### config.mk
export PLATFORM = sky130hd
export DESIGN_NAME = pipe_skid_reg_flat
export DESIGN_NICKNAME = d
export VERILOG_FILES = /design/src/rtl/pipe_pkg.sv /design/src/rtl/pipe_skid_reg_if.sv /design/src/rtl/pipe_slot.sv /design/src/rtl/pipe_skid_reg.sv /design/src/flat_wrapper.sv
export SDC_FILE = /design/constraint.sdc
export NUM_CORES = 1
export LEC_CHECK = 0
export ABC_AREA = 1
export CORE_MARGIN = 2
export CORE_UTILIZATION = 48
export DETAILED_ROUTE_END_ITERATION = 16
export MAX_ROUTING_LAYER = met4
export PLACE_DENSITY = 0.88
export SYNTH_ARGS = -nofsm -noshare
export SYNTH_HDL_FRONTEND = slang
export SYNTH_SLANG_ARGS = --single-unit
### constraint.sdc
create_clock -name clk -period 1.8 [get_ports clk]
set_input_delay 0.36 -clock clk [delete_from_list [all_inputs] [get_ports clk]]
set_output_delay 0.36 -clock clk [all_outputs]
set_load 0.005 [all_outputs]
### src/rtl/pipe_pkg.sv
// Shared definitions for the pipeline skid register.
// Holds the skid FSM state encodings, the default payload width and the stall counter width.
// Imported by the interface, the slot register and the top.
package pipe_pkg;

    localparam int WORD_W      = 16;
    localparam int STALL_CNT_W = 16;

    typedef enum logic [1:0] {
        SKID_EMPTY = 2'b00,
        SKID_ONE   = 2'b01,
        SKID_TWO   = 2'b10
    } skid_state_t;

endpackage

### src/rtl/pipe_skid_reg_if.sv
// Handshake bundle between an upstream stage, the skid register and the downstream stage.
// slave modport = skid register side; master modport = surrounding pipeline / bench side.
// Signals: in_valid/in_ready/in_data (upstream), out_valid/out_ready/out_data (downstream), flush, stall_cnt.
interface pipe_skid_reg_if
    import pipe_pkg::*;
#(
    parameter int WIDTH = WORD_W
) ();

    logic                   in_valid;
    logic                   in_ready;
    logic [WIDTH-1:0]       in_data;
    logic                   out_valid;
    logic                   out_ready;
    logic [WIDTH-1:0]       out_data;
    logic                   flush;
    logic [STALL_CNT_W-1:0] stall_cnt;

    modport slave (
        input  in_valid, in_data, out_ready, flush,
        output in_ready, out_valid, out_data, stall_cnt
    );

    modport master (
        output in_valid, in_data, out_ready, flush,
        input  in_ready, out_valid, out_data, stall_cnt
    );

endinterface

### src/rtl/pipe_slot.sv
// Purpose: WIDTH-bit storage slot with load enable and synchronous clear.
// Latency: loaded value visible one cycle after i_load; i_clr has priority over i_load.
// Backpressure: none; the owner decides when to load.
// Ports: clk, rst_n (async active-low, resets to RST_VAL), i_load, i_clr, i_d, o_q.
module pipe_slot #(
    parameter int               WIDTH   = 16,
    parameter logic [WIDTH-1:0] RST_VAL = '0
) (
    input  logic             clk,
    input  logic             rst_n,
    input  logic             i_load,
    input  logic             i_clr,
    input  logic [WIDTH-1:0] i_d,
    output logic [WIDTH-1:0] o_q
);

    logic [WIDTH-1:0] r_q;

    always_ff @(posedge clk or negedge rst_n) begin
        if (!rst_n) begin
            r_q <= RST_VAL;
        end else if (i_clr) begin
            r_q <= RST_VAL;
        end else if (i_load) begin
            r_q <= i_d;
        end
    end

    assign o_q = r_q;

endmodule

### src/rtl/pipe_skid_reg.sv
// Purpose: two-entry skid register (main + skid slot) closing a valid/ready hop between pipeline stages.
// Latency: accepted word is on out_data the cycle after the accept edge; 1 word/cycle sustained.
// Backpressure: in_ready is a flop, low only when both slots are full; flush empties both slots.
// Ports: clk, rst (async active-low), bus (pipe_skid_reg_if.slave).
// Build option: PIPE_SKID_STALL_CNT_EN adds a saturating stall counter on stall_cnt (else tied to 0).
module pipe_skid_reg
    import pipe_pkg::*;
#(
    parameter int               WIDTH   = WORD_W,
    parameter logic [WIDTH-1:0] RST_VAL = '0
) (
    input  logic            clk,
    input  logic            rst,
    pipe_skid_reg_if.slave  bus
);

    skid_state_t      r_state;
    logic             r_in_ready;
    logic             r_out_valid;

    logic             w_accept;
    logic             w_consume;
    logic             w_main_load;
    logic             w_skid_load;
    logic [WIDTH-1:0] w_main_d;
    logic [WIDTH-1:0] w_main_q;
    logic [WIDTH-1:0] w_skid_q;

    assign w_accept  = bus.in_valid & r_in_ready;
    assign w_consume = r_out_valid & bus.out_ready;

    // Main slot loads on the first word into an empty register, on a pass-through
    // (accept with consume) in ONE, and when the skid word is promoted in TWO.
    assign w_main_load = ((r_state == SKID_EMPTY) && w_accept)
                       | ((r_state == SKID_ONE)   && w_accept && w_consume)
                       | ((r_state == SKID_TWO)   && w_consume);
    assign w_skid_load = (r_state == SKID_ONE) && w_accept && !w_consume;
    assign w_main_d    = (r_state == SKID_TWO) ? w_skid_q : bus.in_data;

    pipe_slot #(.WIDTH(WIDTH), .RST_VAL(RST_VAL)) u_main (
        .clk    (clk),
        .rst_n  (rst),
        .i_load (w_main_load),
        .i_clr  (bus.flush),
        .i_d    (w_main_d),
        .o_q    (w_main_q)
    );

    pipe_slot #(.WIDTH(WIDTH), .RST_VAL(RST_VAL)) u_skid (
        .clk    (clk),
        .rst_n  (rst),
        .i_load (w_skid_load),
        .i_clr  (bus.flush),
        .i_d    (bus.in_data),
        .o_q    (w_skid_q)
    );

    // Occupancy FSM; in_ready/out_valid are registered copies of the next state
    // so neither depends combinationally on out_ready.
    always_ff @(posedge clk or negedge rst) begin
        if (!rst) begin
            r_state     <= SKID_EMPTY;
            r_in_ready  <= 1'b1;
            r_out_valid <= 1'b0;
        end else if (bus.flush) begin
            r_state     <= SKID_EMPTY;
            r_in_ready  <= 1'b1;
            r_out_valid <= 1'b0;
        end else begin
            unique case (r_state)
                SKID_EMPTY: begin
                    if (w_accept) begin
                        r_state     <= SKID_ONE;
                        r_out_valid <= 1'b1;
                    end
                end
                SKID_ONE: begin
                    if (w_accept && !w_consume) begin
                        r_state    <= SKID_TWO;
                        r_in_ready <= 1'b0;
                    end else if (!w_accept && w_consume) begin
                        r_state     <= SKID_EMPTY;
                        r_out_valid <= 1'b0;
                    end
                end
                SKID_TWO: begin
                    if (w_consume) begin
                        r_state    <= SKID_ONE;
                        r_in_ready <= 1'b1;
                    end
                end
                default: begin
                    r_state     <= SKID_EMPTY;
                    r_in_ready  <= 1'b1;
                    r_out_valid <= 1'b0;
                end
            endcase
        end
    end

    assign bus.in_ready  = r_in_ready;
    assign bus.out_valid = r_out_valid;
    assign bus.out_data  = w_main_q;

`ifdef PIPE_SKID_STALL_CNT_EN
    logic [STALL_CNT_W-1:0] r_stall_cnt;

    // Counts cycles where a word is held by downstream; saturates, survives flush.
    always_ff @(posedge clk or negedge rst) begin
        if (!rst) begin
            r_stall_cnt <= '0;
        end else if (r_out_valid && !bus.out_ready && (r_stall_cnt != '1)) begin
            r_stall_cnt <= r_stall_cnt + STALL_CNT_W'(1);
        end
    end

    assign bus.stall_cnt = r_stall_cnt;
`else
    assign bus.stall_cnt = '0;
`endif

endmodule

### src/flat_wrapper.sv
// flat-port wrapper written by rule: the top's interface ports become plain ports
module pipe_skid_reg_flat import pipe_pkg::*;
#(
    parameter int               WIDTH   = WORD_W,
    parameter logic [WIDTH-1:0] RST_VAL = '0
)
  (clk, rst, bus_in_valid, bus_in_data, bus_out_ready, bus_flush, bus_in_ready, bus_out_valid, bus_out_data, bus_stall_cnt);
  pipe_skid_reg_if #(.WIDTH(WIDTH)) bus_i ();
  input  logic clk;
  input  logic rst;
  input wire logic [$bits(bus_i.in_valid)-1:0] bus_in_valid;
  input wire logic [$bits(bus_i.in_data)-1:0] bus_in_data;
  input wire logic [$bits(bus_i.out_ready)-1:0] bus_out_ready;
  input wire logic [$bits(bus_i.flush)-1:0] bus_flush;
  output wire logic [$bits(bus_i.in_ready)-1:0] bus_in_ready;
  output wire logic [$bits(bus_i.out_valid)-1:0] bus_out_valid;
  output wire logic [$bits(bus_i.out_data)-1:0] bus_out_data;
  output wire logic [$bits(bus_i.stall_cnt)-1:0] bus_stall_cnt;
  assign bus_i.in_valid = bus_in_valid;
  assign bus_i.in_data = bus_in_data;
  assign bus_i.out_ready = bus_out_ready;
  assign bus_i.flush = bus_flush;
  assign bus_in_ready = bus_i.in_ready;
  assign bus_out_valid = bus_i.out_valid;
  assign bus_out_data = bus_i.out_data;
  assign bus_stall_cnt = bus_i.stall_cnt;
  pipe_skid_reg #(.WIDTH(WIDTH), .RST_VAL(RST_VAL)) u_core (.clk(clk), .rst(rst), .bus(bus_i));
endmodule
==> flow_metrics.py <==
metrics = {
    "power_and_ir_drop": {
        "p_per_area_nw_per_um2": 957,
        "p_leak_uw": 0.00132,
        "ir_worst_vdd_mv": 0.623,
    },
    "die": {
        "initial_utilization_pct": 50.0,
        "dieArea_um2": 4700,
        "core_area_um2": 4000,
        "ioPinCount": 55,
        "die_w_um": 68.6,
        "rows": 23,
        "die-height_um": 68.6,
    },
    "worst_setup_path": {
        "ff2ff_path_depth": 6,
        "crit_type": "flop to output pin",
        "cp_num_cells": 1,
        "worstPathCellList": "clkdlybuf4s50_1",
        "worst-path-buf-inv": 1,
        "endpoint_kind": "output pin",
        "cp_top_family": "flip-flops",
        "cpPeakStageDelay_ps": 550,
        "cp_slowest_cell": "dfstp_2",
        "crit_fanout": 4,
        "start_kind": "flop",
        "crit_required_ps": 1440,
        "critPathArrivalTime_ps": 1340,
    },
    "sta": {
        "period_minus_slack_ps": 1700,
        "min_period_over_period_pct": 94.4,
        "slew_violations": 0,
        "rsz0062_at_grt": "no",
        "skew_ps": 4.84,
        "fmax_mhz": 589,
        "finalHoldViolations": 0,
        "setup_viol": 0,
        "fin_tns_setup_ps": 0,
    },
    "layout": {
        "num_antenna_cells": 0,
        "final_cells": 349,
        "fin_nets": 319,
        "drive_above_1_share_pct": 9.36,
        "stdcell_area_um2": 2530,
        "area_delta_synth_final_pct": 26.4,
        "fill_cells": 341,
    },
    "clock_network": {
        "cts_resized": 0,
        "post_cts_buffers": 0,
        "cts-buffers-inserted": 5,
        "cts_hold_buf": 0,
        "cts_root_buffer": "clkbuf_8",
        "clk_path_buf_depth": 2,
        "cts.sinks": 36,
        "cts_tree": "built",
        "clk_latency_ps": 290,
        "h-tree-depth": 2,
        "clk_pin_slew_ps": 70,
    },
    "logic_synthesis": {
        "synth_edf_count": 0,
        "syn_area_um2": 2000,
        "synth.most_common_cell": "nand2_1",
        "avgSynthCellArea_um2": 7.72,
        "async_reset_ff_share_pct": 100,
        "synth_cell_types": 21,
        "synth_area_leaders": "dfrtp_1, nand2_1, nand3_1",
        "synthFlopType": "dfrtp_1",
        "synth-seq-area-share_pct": 45.1,
        "synth_top_cell_by_area": "dfrtp_1",
        "ys_ff_latch": 36,
        "syn_inst": 259,
        "synth_top_cell_area_share_pct": 43.8,
        "synth.yosys.warnings": 0,
        "synthTopCellsByCount": "nand2_1, nand3_1, dfrtp_1, buf_4, nor2_1",
    },
    "placement": {
        "placedCellCount": 341,
        "place_hpwl_um": 3090,
        "placed_area_um2": 2420,
        "io_buffers": 38,
        "gp_congestion": 0.839,
    },
    "flow_run": {
        "cap_violations": 0,
    },
    "global_routing": {
        "grt_pass1_wl_um": 7760,
        "grt_pass1_vias": 1657,
        "grt-ovfl-total": 0,
        "grt_usage_pct": 23.2,
        "grt_max_degree": 63,
        "antenna_found_initial": 0,
    },
    "detailed_routing": {
        "drt_wl_total_um": 4730,
        "wl_per_cell_um": 13.6,
        "antenna_left": 0,
        "drt_pass1_iterations": 4,
        "first_iter_violations": 188,
        "drc": 0,
        "num_vias": 1799,
        "viasPerCell": 5.15,
    },
    "min_path": {
        "hold_path.class": "input port to async pin",
    },
    "outcome": {
        "outcome": "finished clean",
    },
}
report_power, final:
| part | internal, µW | switching (µW) |
|---|---|---|
| clock network | 411 | 290 |
| registers | 918 | 81.0 |
| logic | 329 | 392 |
metrics by stage:
| step | total power [µW] | utilization, % | hold WS, ps | setup slack, ps |
|---|---|---|---|---|
| final | 2420 | 63.2 | 437 | 102 |
| after CTS | 2430 | 63.2 | 442 | 95.6 |
| after global routing | 2550 | 63.2 | 450 | 74.2 |
| after floorplan | 1410 | - | 64.4 | 435 |
| after detailed placement | 1720 | 60.5 | 479 | 81.0 |
| after global placement | 1700 | 60.5 | 476 | 124 |
routing by layer:
metal | up-vias | GRT usage [%] | share of wire (%)
met1 | 828 | 30.0 | 43
met5 | - | - | 0
li1 | 896 | - | -
met2 | 65 | 36.4 | 49
met3 | 10 | 4.38 | 5.9
met4 | 0 | 8.25 | 1.7
final timing paths:
kind	start	to	slack [ps]
setup / recovery	u_core.bus.in_ready	bus_in_ready	100
setup reg to reg	u_core.bus.in_ready	u_core.u_main.o_q[6]	340
max in group asynchronous	rst	u_core.bus.in_ready	1130
hold reg to reg	u_core.u_skid.o_q[15]	u_core.u_skid.o_q[15]	500
hold / removal	rst	u_core.bus.out_valid	440
min in group clk	u_core.u_skid.o_q[15]	u_core.u_skid.o_q[15]	500
flip-flops by register name, summed over array words and instances, names as in the netlist:
name                  count
u_core.bus.in_ready       1
u_core.u_main.o_q        16
u_core.u_skid.o_q        16
u_core.bus.out_valid      1
u_core.r_state            2
layout by cell type (no fill, tap or decap), drive strengths merged:
master         count
clkbuf             6
dfstp              1
a21oi              1
inv                9
bufinv             1
nand4             16
nand3             44
clkdlybuf4s50     38
nand3b             9
buf                9
clkinv             1
dfrtp             35
nand2             88
o21ai              4
nor2              21
conb              16
cell families after synthesis:
| kind of cell | Yosys count | share of synthesized area, % |
|---|---|---|
| other | 1 | 0.187 |
| buffers and inverters | 39 | 11.5 |
| AO/OA/AOI/OAI | 5 | 1.25 |
| flip-flops | 36 | 45.1 |
| AND/OR/NAND/NOR | 178 | 42.0 |
cell type report:
cell class	instances	area, µm²	area share [%]
multi-input combinational	199	925	36.6
sequential	36	902	35.7
timing repair buffer	47	498	19.7
clock buffer	6	72.6	2.87
tap	50	62.6	2.47
clock inverter	2	35.0	1.39
inverter	9	33.8	1.34
Note: power is estimated with default switching activity, not from simulation.
